## config.mk

```make
export PLATFORM = sky130hd
export DESIGN_NAME = pe_cube_result_collector_flat
export DESIGN_NICKNAME = d
export VERILOG_FILES = /design/src/rtl/pe_cube_result_collector_if.sv /design/src/rtl/pe_cube_result_collector.sv /design/src/flat_wrapper.sv
export SDC_FILE = /design/constraint.sdc
export NUM_CORES = 1
export LEC_CHECK = 0
export ABC_AREA = 1
export CORE_MARGIN = 2
export CORE_UTILIZATION = 25
export CTS_CLUSTER_DIAMETER = 120
export CTS_CLUSTER_SIZE = 28
export DETAILED_ROUTE_END_ITERATION = 16
export SETUP_SLACK_MARGIN = 0.02
export SYNTH_ARGS = -nofsm -noshare
export SYNTH_HDL_FRONTEND = slang
export SYNTH_SLANG_ARGS = --single-unit
```

## constraint.sdc

```tcl
create_clock -name iClk -period 4.2 [get_ports iClk]
set_input_delay 0.63 -clock iClk [delete_from_list [all_inputs] [get_ports iClk]]
set_output_delay 0.63 -clock iClk [all_outputs]
set_load 0.05 [all_outputs]
```

## src/rtl/pe_cube_result_collector_if.sv

```systemverilog
// pe_cube_result_collector_if: capture bus, drain stream and status of the pe_cube result collector
// Capture side : iResult (8 bits per lane), iResultValid (one bit per lane)
// Drain side   : oData, oLane, oLast, oValid with iReady handshake
// Status side  : oOverflow, oDropCount, oIdle, iClearOverflow
// master = environment that feeds results and consumes the stream, slave = the collector
interface pe_cube_result_collector_if #(
   parameter int LANES = 27,
   parameter int LW    = $clog2(LANES)
);
   logic [8*LANES-1:0] iResult;
   logic [LANES-1:0]   iResultValid;
   logic [7:0]         oData;
   logic [LW-1:0]      oLane;
   logic               oLast;
   logic               oValid;
   logic               iReady;
   logic               oOverflow;
   logic               iClearOverflow;
   logic [15:0]        oDropCount;
   logic               oIdle;
   modport master (
      output iResult, iResultValid, iReady, iClearOverflow,
      input  oData, oLane, oLast, oValid, oOverflow, oDropCount, oIdle
   );
   modport slave (
      input  iResult, iResultValid, iReady, iClearOverflow,
      output oData, oLane, oLast, oValid, oOverflow, oDropCount, oIdle
   );
endinterface

```

## src/rtl/pe_cube_result_collector.sv

```systemverilog
// pe_cube_result_collector: ping-pong snapshot buffer draining pe_cube results one lane byte per handshake
// iClk : clock, rising edge
// iRst : synchronous active-high reset
// bus  : slave view of pe_cube_result_collector_if (capture bus, drain stream, overflow status)
module pe_cube_result_collector #(
   parameter int ARRAY_NUM = 3,
   parameter int BLOCK_NUM = 3,
   parameter int CUBE_NUM  = 3
) (
   input  logic                           iClk,
   input  logic                           iRst,
   pe_cube_result_collector_if.slave      bus
);
   localparam int LANES = ARRAY_NUM * BLOCK_NUM * CUBE_NUM;
   localparam int LW    = $clog2(LANES);

   logic [LANES-1:0]   mask_q [2];
   logic [LANES-1:0]   mask_d [2];
   logic [8*LANES-1:0] data_q [2];
   logic [8*LANES-1:0] data_d [2];
   logic [1:0]         full_q, full_d;
   logic               wp_q, wp_d, rp_q, rp_d;
   logic               ovf_q, ovf_d;
   logic [15:0]        cnt_q, cnt_d;

   logic [LANES-1:0]   cur_mask;
   logic [LW-1:0]      lane;
   logic               valid, last, xfer, any, cap, drop;

   assign cur_mask = mask_q[rp_q];
   assign valid    = full_q[rp_q];
   // one bit left: clearing the lowest set bit leaves nothing
   assign last     = valid && ((cur_mask & (cur_mask - 1'b1)) == '0);
   assign xfer     = valid && bus.iReady;
   assign any      = |bus.iResultValid;
   // fullness is judged on registered state, so a bank freed this cycle is not reused until next cycle
   assign cap      = any && !full_q[wp_q];
   assign drop     = any && full_q[wp_q];

   always_comb begin
      lane = '0;
      for (int k = LANES - 1; k >= 0; k--)
         if (cur_mask[k]) lane = LW'(k);
   end

   always_comb begin
      mask_d = mask_q;
      data_d = data_q;
      full_d = full_q;
      wp_d   = wp_q;
      rp_d   = rp_q;
      ovf_d  = ovf_q;
      cnt_d  = cnt_q;
      // capture and drain always target different banks: one needs full, the other needs empty
      if (xfer) begin
         mask_d[rp_q][lane] = 1'b0;
         if (last) begin
            full_d[rp_q] = 1'b0;
            rp_d         = ~rp_q;
         end
      end
      if (cap) begin
         mask_d[wp_q] = bus.iResultValid;
         data_d[wp_q] = bus.iResult;
         full_d[wp_q] = 1'b1;
         wp_d         = ~wp_q;
      end
      if (drop) begin
         ovf_d = 1'b1;
         cnt_d = (cnt_q == 16'hFFFF) ? cnt_q : cnt_q + 16'd1;
      end
      if (bus.iClearOverflow) begin
         ovf_d = 1'b0;
         cnt_d = '0;
      end
   end

   always_ff @(posedge iClk) begin
      if (iRst) begin
         mask_q <= '{default: '0};
         data_q <= '{default: '0};
         full_q <= '0;
         wp_q   <= 1'b0;
         rp_q   <= 1'b0;
         ovf_q  <= 1'b0;
         cnt_q  <= '0;
      end else begin
         mask_q <= mask_d;
         data_q <= data_d;
         full_q <= full_d;
         wp_q   <= wp_d;
         rp_q   <= rp_d;
         ovf_q  <= ovf_d;
         cnt_q  <= cnt_d;
      end
   end

   // presented fields read zero while nothing is valid, so stale bank bytes never leak out
   assign bus.oValid     = valid;
   assign bus.oLane      = valid ? lane : '0;
   assign bus.oData      = valid ? data_q[rp_q][{lane, 3'b000} +: 8] : 8'h00;
   assign bus.oLast      = last;
   assign bus.oOverflow  = ovf_q;
   assign bus.oDropCount = cnt_q;
   assign bus.oIdle      = !full_q[0] && !full_q[1];
endmodule

```

## src/flat_wrapper.sv

```systemverilog
// flat-port wrapper written by rule: the top's interface ports become plain ports
module pe_cube_result_collector_flat 
#(
   parameter int ARRAY_NUM = 3,
   parameter int BLOCK_NUM = 3,
   parameter int CUBE_NUM  = 3
)
  (iClk, iRst, bus_iResult, bus_iResultValid, bus_iReady, bus_iClearOverflow, bus_oData, bus_oLane, bus_oLast, bus_oValid, bus_oOverflow, bus_oDropCount, bus_oIdle);
  pe_cube_result_collector_if #(.LANES(27), .LW(5)) bus_i ();
  input  logic iClk;
  input  logic iRst;
  input wire logic [$bits(bus_i.iResult)-1:0] bus_iResult;
  input wire logic [$bits(bus_i.iResultValid)-1:0] bus_iResultValid;
  input wire logic [$bits(bus_i.iReady)-1:0] bus_iReady;
  input wire logic [$bits(bus_i.iClearOverflow)-1:0] bus_iClearOverflow;
  output wire logic [$bits(bus_i.oData)-1:0] bus_oData;
  output wire logic [$bits(bus_i.oLane)-1:0] bus_oLane;
  output wire logic [$bits(bus_i.oLast)-1:0] bus_oLast;
  output wire logic [$bits(bus_i.oValid)-1:0] bus_oValid;
  output wire logic [$bits(bus_i.oOverflow)-1:0] bus_oOverflow;
  output wire logic [$bits(bus_i.oDropCount)-1:0] bus_oDropCount;
  output wire logic [$bits(bus_i.oIdle)-1:0] bus_oIdle;
  assign bus_i.iResult = bus_iResult;
  assign bus_i.iResultValid = bus_iResultValid;
  assign bus_i.iReady = bus_iReady;
  assign bus_i.iClearOverflow = bus_iClearOverflow;
  assign bus_oData = bus_i.oData;
  assign bus_oLane = bus_i.oLane;
  assign bus_oLast = bus_i.oLast;
  assign bus_oValid = bus_i.oValid;
  assign bus_oOverflow = bus_i.oOverflow;
  assign bus_oDropCount = bus_i.oDropCount;
  assign bus_oIdle = bus_i.oIdle;
  pe_cube_result_collector #(.ARRAY_NUM(ARRAY_NUM), .BLOCK_NUM(BLOCK_NUM), .CUBE_NUM(CUBE_NUM)) u_core (.iClk(iClk), .iRst(iRst), .bus(bus_i));
endmodule
```

Yosys cells after proc, flatten, opt, wreduce, memory -nomap -nowiden
Cells that the tools add are included.
Widths: inputs -> output; s select.

operators by class
  add/subtract/negate cells = 2
  multipliers = 0
  div/mod/pow operators = 0
  $lt $le $gt $ge = 10
  equality and inequality tests = 1
  shifts and indexed selects = 1
  muxes and demuxes = 58
  bitwise gates (word level) = 11
  reduce and logical (&&, ||, !) cells = 18

operators with widths
  operator               number
  $mux 216               4
  $bwmux 432             1
  $demux 216 s1          1
  $shiftx 216x9->8       1
  $mux 5                 28
  $mux 27                5
  $mux 54                2
  $and 54x54->54         1
  $bwmux 54              1
  $demux 27 s1           2
  $not 54->54            1
  $and 27x27->27         1
  $logic_not 27->1       1
  $reduce_or 27->1       1
  $sub 27x1->27 const B  1
  $add 16x1->16 const B  1
  $eq 16x16->1 const B   1
  $logic_and 1x1->1      10
  $mux 8                 1
  $mux 1                 7
  $lt 5x6->1 const B     1
  $mux 2                 3
  $demux 1 s5            1
  $ge 5x1->1 const B     1
  other kinds (13)       24

word-level totals
  register bits after elaboration = 507
  bits in latches = 0
  RAM bits = 0
  ROM bits = 0
  bits of input ports = 247
  output and inout port bits = 33
  logic and storage cells = 110
  memories = 0

Longest topological paths before layout
  word-level depth = 42
  gate-level depth with buffers = 37
  mapped depth without buffers = 36

Least setup slack after synthesis
OpenSTA, ideal clock, no wires.

  kind = reg-to-output
  from = register u_core.rp_q
  to = output port bus_oData[5]
  arrival = 3.288 ns
  slack = 0.282 ns
  cell stages (with the launch flop) = 30
  buffers on the path = 3
  path through = dfxtp_1 > inv_2 > buf_6 > or2_2 > o21ai_2 > nand2_1 > nand2_1 > nand2_1 > nand2_1 > nand2_1 > nand2_1 > nand2_1 > nand2_1 > nand2_1 > nand2_1 > nand2_1 > nand2_1 > nand2_1 > nand2_1 > nand2_2 > nand2_4 > nand2_4 > buf_2 > buf_2 > nand3_1 > nand2_1 > nand3b_1 > nand2_1 > nand4_1 > nor2_1

between the ends
  cells in the longest elaborated chain, start to end = 33
  elaborated cells on any way between the ends = 38
  those cells by class = shift: 1; mux: 36; bitwise: 1

ends and longest elaborated chain
  item                                         line                                                             text
  from (decl)                                  pe_cube_result_collector.sv:22                                   logic wp_q, wp_d, rp_q, rp_d;
  from (signal assigned)                       pe_cube_result_collector.sv:92                                   rp_q <= rp_d;
  $not 1->2 (implied by the code)              pe_cube_result_collector.sv:30, pe_cube_result_collector.sv:101
  $mux 27 (implied by the code) (3 in series)  pe_cube_result_collector.sv:30                                   assign cur_mask = mask_q[rp_q];
  $mux 5 (27 in series)                        pe_cube_result_collector.sv:43                                   if (cur_mask[k]) lane = LW'(k);
  $shiftx 216x9->8                             pe_cube_result_collector.sv:101                                  assign bus.oData = valid ? data_q[rp_q][{lane, 3'b000} +: 8] : 8'h00;
  $mux 8 *                                     pe_cube_result_collector.sv:101
  to (decl)                                    flat_wrapper.sv:16                                               output wire logic [$bits(bus_i.oData)-1:0] bus_oData;

Mark *: on every way between the ends. The rest lies on a longest branch, timed or not. The select of a mux whose other input is x is not followed.

Worst setup path in the final report
  from = register u_core.rp_q
  to = output port bus_oData[2]

Same word-level chain as after synthesis.

==> flow_summary.yaml <==
status:
  status: "complete, but fails checks"
  violations: "negative setup slack"
setup_path:
  reg2reg_depth: 21
  cp_common_cell: "nand2_1"
  worst_path_largest_cell_delay_ns: 0.43
  critPathKind: "reg -> out"
  r2r_end: "u_core.mask_q[10]"
  critPathMaxFanout: 25
  arrival_ns: 4.02
  r2r_start: "u_core.rp_q"
  rrSetupSlack_ns: 0.78
  crit_slowest_cell: "dfxtp_4"
  worst_setup_path_end_kind: "primary output"
  cp_data_required_time_ns: 3.57
  crit_path_start_kind: "flop"
drt:
  drt_wl_total_mm: 94.70
  vias: 23807
  final_antenna_net_count: 0
  drt_pass1_iterations: 6
  post-route-drc-count: 0
  vias_per_cell: 4.942
  routedWlPerCell_um: 19.66
  drtIter0Drc: 2488
placed_design:
  routabilityCongestion: 0.9074
  place_ws_ns: -0.02479
  postPlaceCellArea_um2: 27930
  place_inst: 4738
  port_buffers: 279
  hpwl_mm: 64.69
die:
  die_w_um: 310.6
  die_y_um: 310.6
  die-area_um2: 96500
  num_rows: 112
  core_area_um2: 93190
  design.portCount: 280
  start_util: 0.2523
timing:
  timing.final.crit_share: 1.108
  rsz0062_at_grt: "true"
  maxSlewViolCount: 0
  timing.fmax_mhz: 214.9
  tightest_slew_ns: 0.8810
  fin_skew_ns: 0.03261
  slew_headroom: 0.4126
  setup_ws_ns: -0.4541
  period_needed_ns: 4.654
  timing.hold.ws_ns: 0.4999
  tns_ns: -3.082
  setup_viol_count_final: 8
  hold_viol_final: 0
layout:
  final_cell_mix: "nor2_1 (952), dfxtp_1 (506), o21ai_0 (474)"
  drive_gt1_frac: 0.08766
  finalInstanceArea_um2: 29500
  final_cells: 4817
  nNetsFinal: 3791
  areaGrowthSynthToFinish_pct: 25.48
  final_common_cell: "nor2_1"
  fin_util: 0.3165
pwr:
  finalPower_mw: 27.19
  power.density_nw_per_um2: 921.7
  peakVddDrop_mv: 0.6483
  leakage_nw: 11.66
synthesis:
  ys_ff_latch: 507
  yosysUniqueCellTypes: 43
  synth.net_count: 3609
  synth_warnings: 0
  netlist.area_leader.share: 0.4318
  synth_top_family_by_area: "simple AND/OR/NAND/NOR gates"
  muxShareOfSynthArea: 0.05919
  syn_inst: 3361
  yosys.area.top_type: "dfxtp_1"
  ys_top_cells_by_area: "dfxtp_1 (43%), nor2_1 (16%), o21ai_0 (10%)"
  synth_simple_gate_area_frac: 0.3002
  synth_compound_area_frac: 0.1486
  synth_xor_area_frac: 0
  synth.yosys.seq_area_share: 0.4318
  synth_fa_ha_area_frac: 0.0009581
  synthesis.area_um2: 23510
  avgSynthCellArea_um2: 6.994
grt:
  grt_antenna_before_repair: 31
  grt_first_pass_wirelength_mm: 140.2
  grt_max_degree: 169
  overflow: 0
  grt_usage: 0.1858
  grt_pass1_vias: 21842
run:
  max-cap-violations: 0
clock_network:
  clkLatencyLatePin_ns: 0.60
  clock_path_buffers: 3
  cts_max_level: 1
  path_clk_slew_ns: 0.12
  cts_root_buf: "clkbuf_16"
  cts_buffers: 23
  cts_tree: "yes"
  hold_buffers: 0
  clkSinkCount: 507
min_path:
  min_from: "u_core.bus.oDropCount[2]"
  min_path_type: "reg -> reg"
  hold_depth: 2
  hold_path_end: "u_core.bus.oDropCount[2]"
-- cells in the mapped netlist (all sizes together) --
cell / number
nand3b: 21
nor2: 981
nor3b: 1
a31oi: 3
a211oi: 1
a32oi: 1
ha: 1
buf: 49
o2111ai: 1
nor4: 13
o31ai: 2
nand4: 99
and2: 2
nor3: 11
inv: 97
o21ai: 508
mux2i: 139
a211o: 1
or2: 23
clkbuf: 201
dfxtp: 507
o21a: 2
o211ai: 56
maj3: 1
o21bai: 1
a21oi: 82
nand3: 95
nand2: 462
-- routing by layer --
metal | vias up | track usage | wire, µm
li1 | 11424 | - | -
met1 | 11370 | 0.2556 | 41440
met2 | 867 | 0.2987 | 43510
met3 | 116 | 0.04072 | 7853
met4 | 30 | 0.03575 | 1717
met5 | - | 0 | 184
-- how the worst max path moves through the flow --
| stage | cells past startpoint | startpoint | endpoint |
|---|---|---|---|
| 6_report | 29 | u_core.rp_q | bus_oData[2] |
| 2_1_floorplan | 29 | u_core.rp_q | bus_oData[5] |
| 3_5_place_dp | 24 | u_core.rp_q | bus_oData[6] |
| 4_1_cts | 25 | u_core.rp_q | bus_oData[6] |
| 3_3_place_gp | 24 | u_core.rp_q | bus_oData[6] |
| 5_1_grt | 39 | u_core.rp_q | bus_oData[1] |
-- registers in the layout (all words and copies together) (netlist names) --
name	cells
u_core.data_q	432
u_core.mask_q	54
u_core.bus.oDropCount	16
u_core.full_q	2
u_core.bus.oOverflow	1
u_core.rp_q	1
u_core.wp_q	1
-- repair_timing --
item | 4_1_cts | 5_1_grt
gates resized for setup | 63 | 94
pin swaps | 15 | 47
buffers inserted | 13 | 16
gates cloned | 4 | 2
setup endpoints to repair | 10 | 10
-- power by group --
part	switching [mW]	internal (mW)
clock network	1.69	1.05
logic	10.9	5.85
registers	0.954	6.72
-- cell type report --
type / instances / area, µm²
fillers: 10054 / 63690
multi-input cells: 2507 / 12390
flip-flops and latches: 507 / 10150
clock buffers: 25 / 593.1
diodes: 15 / 37.54
clock inverters: 5 / 72.57
inverters: 97 / 406.6
well taps: 1254 / 1569
repair buffers: 407 / 4277
-- critical path, delay by kind of cell (launching register included) --
kind	cells	cell delay, ns
buf+inv	8	1.01
flops	1	0.43
compound gates	4	0.35
simple gates	17	1.63
-- cell families (layout without fill, tap and decap cells) --
kind of cell    count (synthesis)  after routing
compound gates                658            658
fa+ha+maj                       2              2
buf+inv                       347            534
flops                         507            507
mux                           139            139
other cells                     0             15
simple gates                 1708           1708
Power figures use the tool's default switching activity.
